===== src/rtl/pushbutton_conditioner.sv =====
`default_nettype none
// ============================================================================
// Module      : pushbutton_conditioner
// Description : Synchronizes, debounces and flags the Nibbler pushbutton bus.
//               Each bit has its own synchronizer and debounce FSM; sticky
//               press/overrun flags are cleared by a one-cycle read strobe.
// Revision    : 1.0 - initial release
// ============================================================================
module pushbutton_conditioner #(
  parameter int WIDTH           = 4,
  parameter int SYNC_STAGES     = 2,
  parameter int DEBOUNCE_CYCLES = 4
) (
  input  logic             clock,
  input  logic             reset,
  input  logic [WIDTH-1:0] buttons_raw,
  input  logic             read_ack,
  output logic [WIDTH-1:0] pushbuttons,
  output logic [WIDTH-1:0] press_flags,
  output logic [WIDTH-1:0] overrun,
  output logic             event_pending
);

  localparam int               CNT_W      = $clog2(DEBOUNCE_CYCLES + 1);
  localparam logic [CNT_W-1:0] C_CNT_ONE  = CNT_W'(1);
  localparam logic [CNT_W-1:0] C_CNT_LAST = CNT_W'(DEBOUNCE_CYCLES);

  typedef enum logic [1:0] {
    ST_STABLE_LOW  = 2'd0,
    ST_CHK_HIGH    = 2'd1,
    ST_STABLE_HIGH = 2'd2,
    ST_CHK_LOW     = 2'd3
  } db_state_e;

  logic [WIDTH-1:0] sync_last;
  logic [WIDTH-1:0] press_event;
  logic [WIDTH-1:0] level_q;
  logic [WIDTH-1:0] press_flags_q, press_flags_d;
  logic [WIDTH-1:0] overrun_q, overrun_d;

  generate
    for (genvar gi = 0; gi < WIDTH; gi++) begin : g_bit
      logic [SYNC_STAGES-1:0] sync_q;
      db_state_e              state_q, state_d;
      logic [CNT_W-1:0]       cnt_q, cnt_d;
      logic [CNT_W-1:0]       cnt_inc;
      logic                   bit_level_q;
      logic                   bit_level_d;
      logic                   bit_event;

      // Shift the raw switch level through the synchronizer chain.
      always_ff @(posedge clock or negedge reset) begin
        if (!reset) begin
          sync_q <= '0;
        end else begin
          sync_q <= {sync_q[SYNC_STAGES-2:0], buttons_raw[gi]};
        end
      end

      assign sync_last[gi] = sync_q[SYNC_STAGES-1];
      assign cnt_inc       = cnt_q + C_CNT_ONE;

      // Debounce state, run counter and the registered clean level.
      always_ff @(posedge clock or negedge reset) begin
        if (!reset) begin
          state_q     <= ST_STABLE_LOW;
          cnt_q       <= '0;
          bit_level_q <= 1'b0;
        end else begin
          state_q     <= state_d;
          cnt_q       <= cnt_d;
          bit_level_q <= bit_level_d;
        end
      end

      // Next state: a change is accepted after DEBOUNCE_CYCLES consecutive
      // samples at the new value; any sample at the old value restarts it.
      always_comb begin
        state_d     = state_q;
        cnt_d       = cnt_q;
        bit_level_d = 1'b0;
        bit_event   = 1'b0;
        case (state_q)
          ST_STABLE_LOW: begin
            if (sync_last[gi]) begin
              cnt_d   = C_CNT_ONE;
              state_d = (DEBOUNCE_CYCLES == 1) ? ST_STABLE_HIGH : ST_CHK_HIGH;
            end
          end
          ST_CHK_HIGH: begin
            if (!sync_last[gi]) begin
              state_d = ST_STABLE_LOW;
              cnt_d   = '0;
            end else begin
              cnt_d = cnt_inc;
              if (cnt_inc == C_CNT_LAST) begin
                state_d = ST_STABLE_HIGH;
              end
            end
          end
          ST_STABLE_HIGH: begin
            if (!sync_last[gi]) begin
              cnt_d   = C_CNT_ONE;
              state_d = (DEBOUNCE_CYCLES == 1) ? ST_STABLE_LOW : ST_CHK_LOW;
            end
          end
          ST_CHK_LOW: begin
            if (sync_last[gi]) begin
              state_d = ST_STABLE_HIGH;
              cnt_d   = '0;
            end else begin
              cnt_d = cnt_inc;
              if (cnt_inc == C_CNT_LAST) begin
                state_d = ST_STABLE_LOW;
              end
            end
          end
          default: begin
            state_d = ST_STABLE_LOW;
            cnt_d   = '0;
          end
        endcase
        bit_level_d = (state_d == ST_STABLE_HIGH) || (state_d == ST_CHK_LOW);
        // Only an entry into STABLE_HIGH from the low side is a press;
        // returning from CHK_LOW is just a rejected release bounce.
        bit_event   = (state_d == ST_STABLE_HIGH) &&
                      ((state_q == ST_STABLE_LOW) || (state_q == ST_CHK_HIGH));
      end

      assign level_q[gi]     = bit_level_q;
      assign press_event[gi] = bit_event;
    end
  endgenerate

  // Flag update: a press on the same edge as read_ack survives the clear.
  always_comb begin
    press_flags_d = press_flags_q | press_event;
    overrun_d     = overrun_q | (press_event & press_flags_q);
    if (read_ack) begin
      press_flags_d = press_event;
      overrun_d     = '0;
    end
  end

  // Sticky press and overrun flag registers.
  always_ff @(posedge clock or negedge reset) begin
    if (!reset) begin
      press_flags_q <= '0;
      overrun_q     <= '0;
    end else begin
      press_flags_q <= press_flags_d;
      overrun_q     <= overrun_d;
    end
  end

  assign pushbuttons   = level_q;
  assign press_flags   = press_flags_q;
  assign overrun       = overrun_q;
  assign event_pending = |press_flags_q;

endmodule
`default_nettype wire


===== config.mk =====
export PLATFORM = sky130hd
export DESIGN_NAME = pushbutton_conditioner
export DESIGN_NICKNAME = d
export VERILOG_FILES = /design/src/rtl/pushbutton_conditioner.sv
export SDC_FILE = /design/constraint.sdc
export NUM_CORES = 1
export LEC_CHECK = 0
export ABC_CLOCK_PERIOD_IN_PS = 2260
export BUFFER_PORTS_ARGS = -buffer_cell sky130_fd_sc_hd__buf_2
export CAP_MARGIN = 20
export CELL_PAD_IN_SITES_DETAIL_PLACEMENT = 1
export CELL_PAD_IN_SITES_GLOBAL_PLACEMENT = 1
export CORE_MARGIN = 1.5
export CORE_UTILIZATION = 45
export CTS_CLUSTER_DIAMETER = 200
export CTS_CLUSTER_SIZE = 28
export DETAILED_ROUTE_END_ITERATION = 8
export PLACE_DENSITY_LB_ADDON = 0.1
export SYNTH_ARGS = -nofsm -noshare
export SYNTH_HDL_FRONTEND = slang
export SYNTH_SLANG_ARGS = --single-unit

===== constraint.sdc =====
create_clock -name clock -period 2.26 [get_ports clock]
set_clock_uncertainty 0.2 [all_clocks]
set_input_delay 0.339 -clock clock [delete_from_list [all_inputs] [get_ports clock]]
set_output_delay 0.339 -clock clock [all_outputs]
set_load 0.03 [all_outputs]

==> results of run 1 <==
[repair_timing]
action	in CTS	in global routing
resized for setup	0	0
buffers inserted	0	0
hold buffers	5	0
endpoints found under the hold margin	42	0
[power breakdown]
group	internal, mW	switching (mW)	leakage, nW
Clock	0.150	0.226	0.0343
Sequential	0.817	0.138	0.488
Combinational	0.190	0.234	0.367
[registers in the layout, summed over array words and instances (netlist names)]
| name | cells |
|---|---|
| g_bit.cnt_q | 12 |
| g_bit.sync_q | 8 |
| g_bit.state_q | 6 |
| g_bit.bit_level_q | 4 |
| overrun | 4 |
| press_flags | 4 |
[worst max-delay path: cells and delay by family, from the launching register on]
family | cells | cell delay [ns]
AND/OR/NAND/NOR | 1 | 0.52
flip-flops | 1 | 0.42
buffers and inverters | 1 | 0.19
[layout make-up]
| cell class | count | area [um^2] | share of cell area [%] |
|---|---|---|---|
| Inverter | 4 | 15.0 | 0.823 |
| Clock buffer | 6 | 51.3 | 2.81 |
| Timing Repair Buffer | 24 | 145 | 7.96 |
| Clock inverter | 2 | 12.5 | 0.686 |
| Sequential cell | 38 | 951 | 52.1 |
| Multi-Input combinational cell | 75 | 592 | 32.4 |
| Tap cell | 46 | 57.6 | 3.16 |
[placed cells by master (no fill, tap or decap), types with 3 or more instances in the layout]
cell type      instances
ha_1                   8
dlygate4sd3_1          5
inv_1                  4
buf_2                 19
nand2b_1               8
nand2_1                8
clkbuf_4               5
mux2_1                 4
nand3b_1               8
o21ai_0               12
mux2i_1                4
o32ai_1                3
dfrtp_1               38
xnor2_1                4
xor2_1                 4
a31oi_1                4
nand3_2                3
[cells by family after synthesis]
logic type      after synthesis  synth area share [%]
fa+ha+maj                     8                  6.30
mux                          10                  7.01
compound gates               20                  8.04
flops                        38                  59.9
xor+xnor                      8                  4.41
simple gates                 29                  11.5
buf+inv                       8                  2.84
[routing by layer]
| metal | vias to the layer above | routed length, um | global-route usage [%] |
|---|---|---|---|
| li1 | 473 | - | - |
| met1 | 507 | 1160 | 19.2 |
| met2 | 17 | 1350 | 28.1 |
| met3 | 4 | 101 | 4.86 |
| met4 | 0 | 44 | 7.50 |
| met5 | - | 0 | 0 |
[final timing paths]
| kind | slack (ns) | cells after the start | from | endpoint |
|---|---|---|---|---|
| setup / recovery | 0.26 | 2 | press_flags[2]$_DFF_PN0_ | event_pending |
| hold / removal | 0.09 | 2 | read_ack | overrun[0]$_DFF_PN0_ |
| setup reg to reg | 0.53 | 4 | g_bit[1].cnt_q[0]$_DFFE_PN0P_ | g_bit[1].state_q[1]$_DFF_PN0_ |
| hold reg to reg | 0.16 | 0 | g_bit[2].sync_q[0]$_DFF_PN0_ | g_bit[2].sync_q[1]$_DFF_PN0_ |
| max in group asynchronous | 0.92 | 2 | reset | g_bit[3].cnt_q[0]$_DFFE_PN0P_ |
| min in group asynchronous | 0.42 | 2 | reset | g_bit[0].state_q[0]$_DFF_PN0_ |
==> results.ini, run 1 <==
[run_status]
status = complete, no violations

[place]
gpl.final_weighted_congestion = 0.671
dp_cells = 182
io_buffers = 19
place_area_um2 = 1710
dp_hpwl_um = 1870
place_worst_setup_slack_ns = 0.543

[detailed_routing]
viasPerCell = 5.13
vias = 1001
wl_um = 2660
wl_per_cell_um = 13.6
route.detailed.drc = 0
dr.pass1.iters = 4
postRouteAntennaNets = 0
drt_iter0_drc = 47

[synth]
yosysTopAreaCell = dfrtp_1
yosysWarnings = 0
synthCells = 121
synth-edff-count = 0
syn-cell-area_um2 = 1590
synthFlopType = dfrtp_1
synth_area_leaders = dfrtp_1 (60%), ha_1 (6.3%), o21ai_0 (3.8%)
ys_types = 20
async_flop_share_pct = 100
ys_seq_elements = 38
synth.most_common_cell = dfrtp_1
syn_avg_cell_area_um2 = 13.1
ys_seq_area_share_pct = 59.9
yosysTopAreaCellShare_pct = 59.9
synth_commonest_cells = dfrtp_1 (38), o21ai_0 (12)
syn_nets = 136

[min_path]
hold_class = input port to register

[global_routing]
grt_pass1_vias = 1110
grt_usage_pct = 16.5
overflow = 0
grt_pass1_wl_um = 4930
grt_max_degree = 39
antenna_found_initial = 0

[layout]
fin_area_um2 = 1820
fin_cells = 195
final_util_pct = 54.2
synthToLayoutAreaGrowth_pct = 14.9
fin_nets = 163
fillers = 377
drive_gt1_share_pct = 22.1
antenna_cells = 0

[sta]
final_max_slew_viol_count = 0
rsz0062_at_grt = no
fmax_mhz = 499
worst_slew_pin_slew_ns = 0.824
finalSetupTns_ns = 0
hold_violations = 0
setup_violations = 0
min_period_ns = 2.00
max-slew-margin-rel_pct = 45.1
setup_slack_ns = 0.255
finalCritPeriodShare_pct = 88.7
whs_ns = 0.0857

[pwr]
peakVddDrop_mv = 0.429
p_per_area_nw_per_um2 = 962
power_leakage_nw = 0.889
power.total_mw = 1.76

[clock_tree]
clk_latency_ns = 0.33
cts_tree = yes
htree_levels = 2
clk_pin_slew_ns = 0.12
root_buffer = clkbuf_4
numCtsBuffers = 5
clock_path_buffers = 2
cts_sinks = 38

[critical_path]
path_max_fanout = 3
cp_data_arrival_time_ns = 1.47
crit_path_end_kind = output port
cp-start-kind = register
cp.required_ns = 1.72
path_cells = or4_1, buf_2
max_stage_delay_ns = 0.52
critPathKind = register to output port
worst_path_max_delay_cell = or4_1

[die]
io-pin-count = 20
die_area_um2 = 3890
coreArea_um2 = 3360
die_y_um = 62.4
num_rows = 21
die_x_um = 62.4
start_util_pct = 47.2

[run]
max_cap_viol_count = 0

(Power assumes the default switching activity.)
==> inputs of run 2 (changes only) <==
CORE_ASPECT_RATIO = 0.9   (was unset)
==> run 2 against run 1 <==
- maximum frequency is 3.5% higher
- first-iteration DRC count is 66% lower
- total power is 11% higher
- final cell count is 1.0% lower
- sequential power is 0.5% higher
- die area hardly changed
- clock power is 50% higher
- sequential share of layout area is 1.2 points lower
- count of clock-buffer cells in the layout is 1 lower
- worst hold slack better by 0.054 ns
- worst setup slack better by 0.068 ns
- critical endpoint unchanged
==> results.ini, run 2 (same netlist as run 1, synthesis figures left out) <==
[sta]
fmax_mhz = 516  ; +3.5%
rsz0062_at_grt = no
whs_ns = 0.140  ; +0.0539 ns
worst_slew_pin_slew_ns = 0.822  ; -0.00216 ns
min_period_ns = 1.94  ; -0.0682 ns
setup_slack_ns = 0.323  ; +0.0682 ns
finalCritPeriodShare_pct = 85.7  ; -3.0 points
max-slew-margin-rel_pct = 45.2  ; +0.14 points
setup_violations = 0  ; unchanged
hold_violations = 0  ; unchanged
final_max_slew_viol_count = 0  ; unchanged
finalSetupTns_ns = 0  ; unchanged

[place]
place_area_um2 = 1710  ; -0.15%
place_worst_setup_slack_ns = 0.570  ; +0.0275 ns
gpl.final_weighted_congestion = 0.715  ; +6.6%
io_buffers = 19  ; unchanged

[critical_path]
cp_top_family = simple AND/OR/NAND/NOR gates
cp_data_arrival_time_ns = 1.40  ; -0.07 ns
reg2reg_to = g_bit[1].bit_level_q$_DFF_PN0_
worst_path_max_delay_cell = or4_1
cp.required_ns = 1.72  ; about the same
path_cells = or4_1, buf_2
crit_path_end_kind = output port
path_max_fanout = 3  ; unchanged
cp-start-kind = register
r2r-start = g_bit[1].cnt_q[0]$_DFFE_PN0P_
ff2ff_path_depth = 4  ; unchanged
max_stage_delay_ns = 0.52  ; about the same
critPathKind = register to output port
r2r_slack_ns = 0.53  ; about the same
path_buf_inv = 1  ; unchanged

[detailed_routing]
viasPerCell = 5.15  ; +0.33%
dr.pass1.iters = 2  ; -2
route.detailed.drc = 0  ; unchanged
postRouteAntennaNets = 0  ; unchanged
vias = 994  ; -0.70%
drt_iter0_drc = 16  ; -66%
wl_um = 2810  ; +5.7%
wl_per_cell_um = 14.6  ; +6.8%

[layout]
synthToLayoutAreaGrowth_pct = 17.6
fin_nets = 163  ; unchanged
fillers = 364  ; -3.4%
final_cell_mix = dfrtp_1 (38), buf_2 (19), o21ai_0 (12)
fin_area_um2 = 1870  ; +2.3%
top_regs = g_bit.cnt_q: 12 flops, g_bit.sync_q: 8 flops, g_bit.state_q: 6 flops
multi_input_area_um2 = 592  ; unchanged
regMostFlops = g_bit.cnt_q
antenna_cells = 0  ; unchanged
drive_gt1_share_pct = 22.1  ; unchanged
final_common_cell = dfrtp_1
largest_reg_flops = 12  ; unchanged
seq_area_um2 = 951  ; unchanged

[pwr]
p_per_area_nw_per_um2 = 1040  ; +8.1%
power_leakage_nw = 0.913  ; +2.7%
peakVddDrop_mv = 0.518  ; +21%
power.total_mw = 1.94  ; +11%

[global_routing]
overflow = 0  ; unchanged
grt_pass1_vias = 1033  ; -6.9%
grt_usage_pct = 17.2  ; +0.73 points
grt_pass1_wl_um = 4770  ; -3.2%
grt_max_degree = 39  ; unchanged
antenna_found_initial = 0  ; unchanged

[clock_tree]
clk_pin_slew_ns = 0.08  ; -0.04 ns
postCtsSetupRepairBufs = 0  ; unchanged
cts_resized = 0  ; unchanged
root_buffer = clkbuf_8
clock_path_buffers = 2  ; unchanged
clk_latency_ns = 0.29  ; -0.04 ns
cts_tree = yes
numCtsBuffers = 5  ; unchanged
cts_sinks = 38  ; unchanged
htree_levels = 2  ; unchanged

[die]
coreArea_um2 = 3380  ; +0.45%
num_rows = 20  ; -4.8%
die_y_um = 59.4  ; -4.9%
die_area_um2 = 3890  ; about the same
start_util_pct = 47.0  ; -0.21 points
io-pin-count = 20  ; unchanged
die_x_um = 65.6  ; +5.2%

[min_path]
worstHoldStart = read_ack
hold_class = input port to register
holdPathEnd = overrun[0]$_DFF_PN0_
min_path_cells = 2  ; unchanged

[run_status]
status = complete, no violations

[run]
max_cap_viol_count = 0  ; unchanged

-- run 2: cell types whose count changed in the layout (fill, tap and decap cells not counted), sizes merged --
cell      previous run  this run
clkinv               1         2
clkbuf               6         5
bufinv               0         1
clkinvlp             1         0
-- run 2: worst reg2reg max path, delay by kind of cell (launching register included) --
kind | cells | cell delay (ns)
xor+xnor | 1 | 0.29
fa+ha+maj | 1 | 0.23
flops | 1 | 0.41
mux | 1 | 0.33
simple gates | 1 | 0.16
-- run 2: power by group --
part           switching, mW  leakage (nW)  internal, mW
Sequential             0.141         0.488         0.819
Clock                  0.236        0.0579         0.325
Combinational          0.232         0.367         0.189
Total                  0.609         0.913          1.33
-- run 2: routing by layer --
metal | GRT usage [%] | wire length, um
met1 | 20.5 | 1280
met2 | 28.0 | 1390
met3 | 6.27 | 112
met4 | 8.04 | 30
met5 | 0 | 0
-- run 2: what timing repair did --
item	4_1_cts	5_1_grt
endpoints found under the setup margin	0	0
endpoints found under the hold margin	42	0
hold buffers	5	0
-- run 2: worst max path at each step --
stage                                              from                             end  slack (ns)  cells past startpoint
final                          press_flags[2]$_DFF_PN0_                   event_pending        0.32                      2
after global routing           press_flags[1]$_DFF_PN0_                   event_pending        0.27                      2
after CTS                      press_flags[1]$_DFF_PN0_                   event_pending        0.31                      2
after detailed placement  g_bit[2].cnt_q[0]$_DFFE_PN0P_  g_bit[2].bit_level_q$_DFF_PN0_        0.57                      4
after global placement    g_bit[1].cnt_q[0]$_DFFE_PN0P_  g_bit[1].bit_level_q$_DFF_PN0_        0.62                      4
after floorplan                press_flags[2]$_DFF_PN0_                   event_pending        0.52                      1
-- run 2: final cells by class --
type | count | area share [%]
inverter | 4 | 0.804
clock buffer | 5 | 3.69
multi-input combinational | 75 | 31.7
clock inverter | 3 | 2.14
timing repair buffer | 24 | 7.77
tap | 44 | 2.95
sequential | 38 | 50.9
-- run 2: stage by stage --
step	utilization, %	cells
6_report	55.3	193
5_1_grt	55.3	193
4_1_cts	55.3	193
3_5_place_dp	50.6	180
3_3_place_gp	50.6	180
2_1_floorplan	-	121
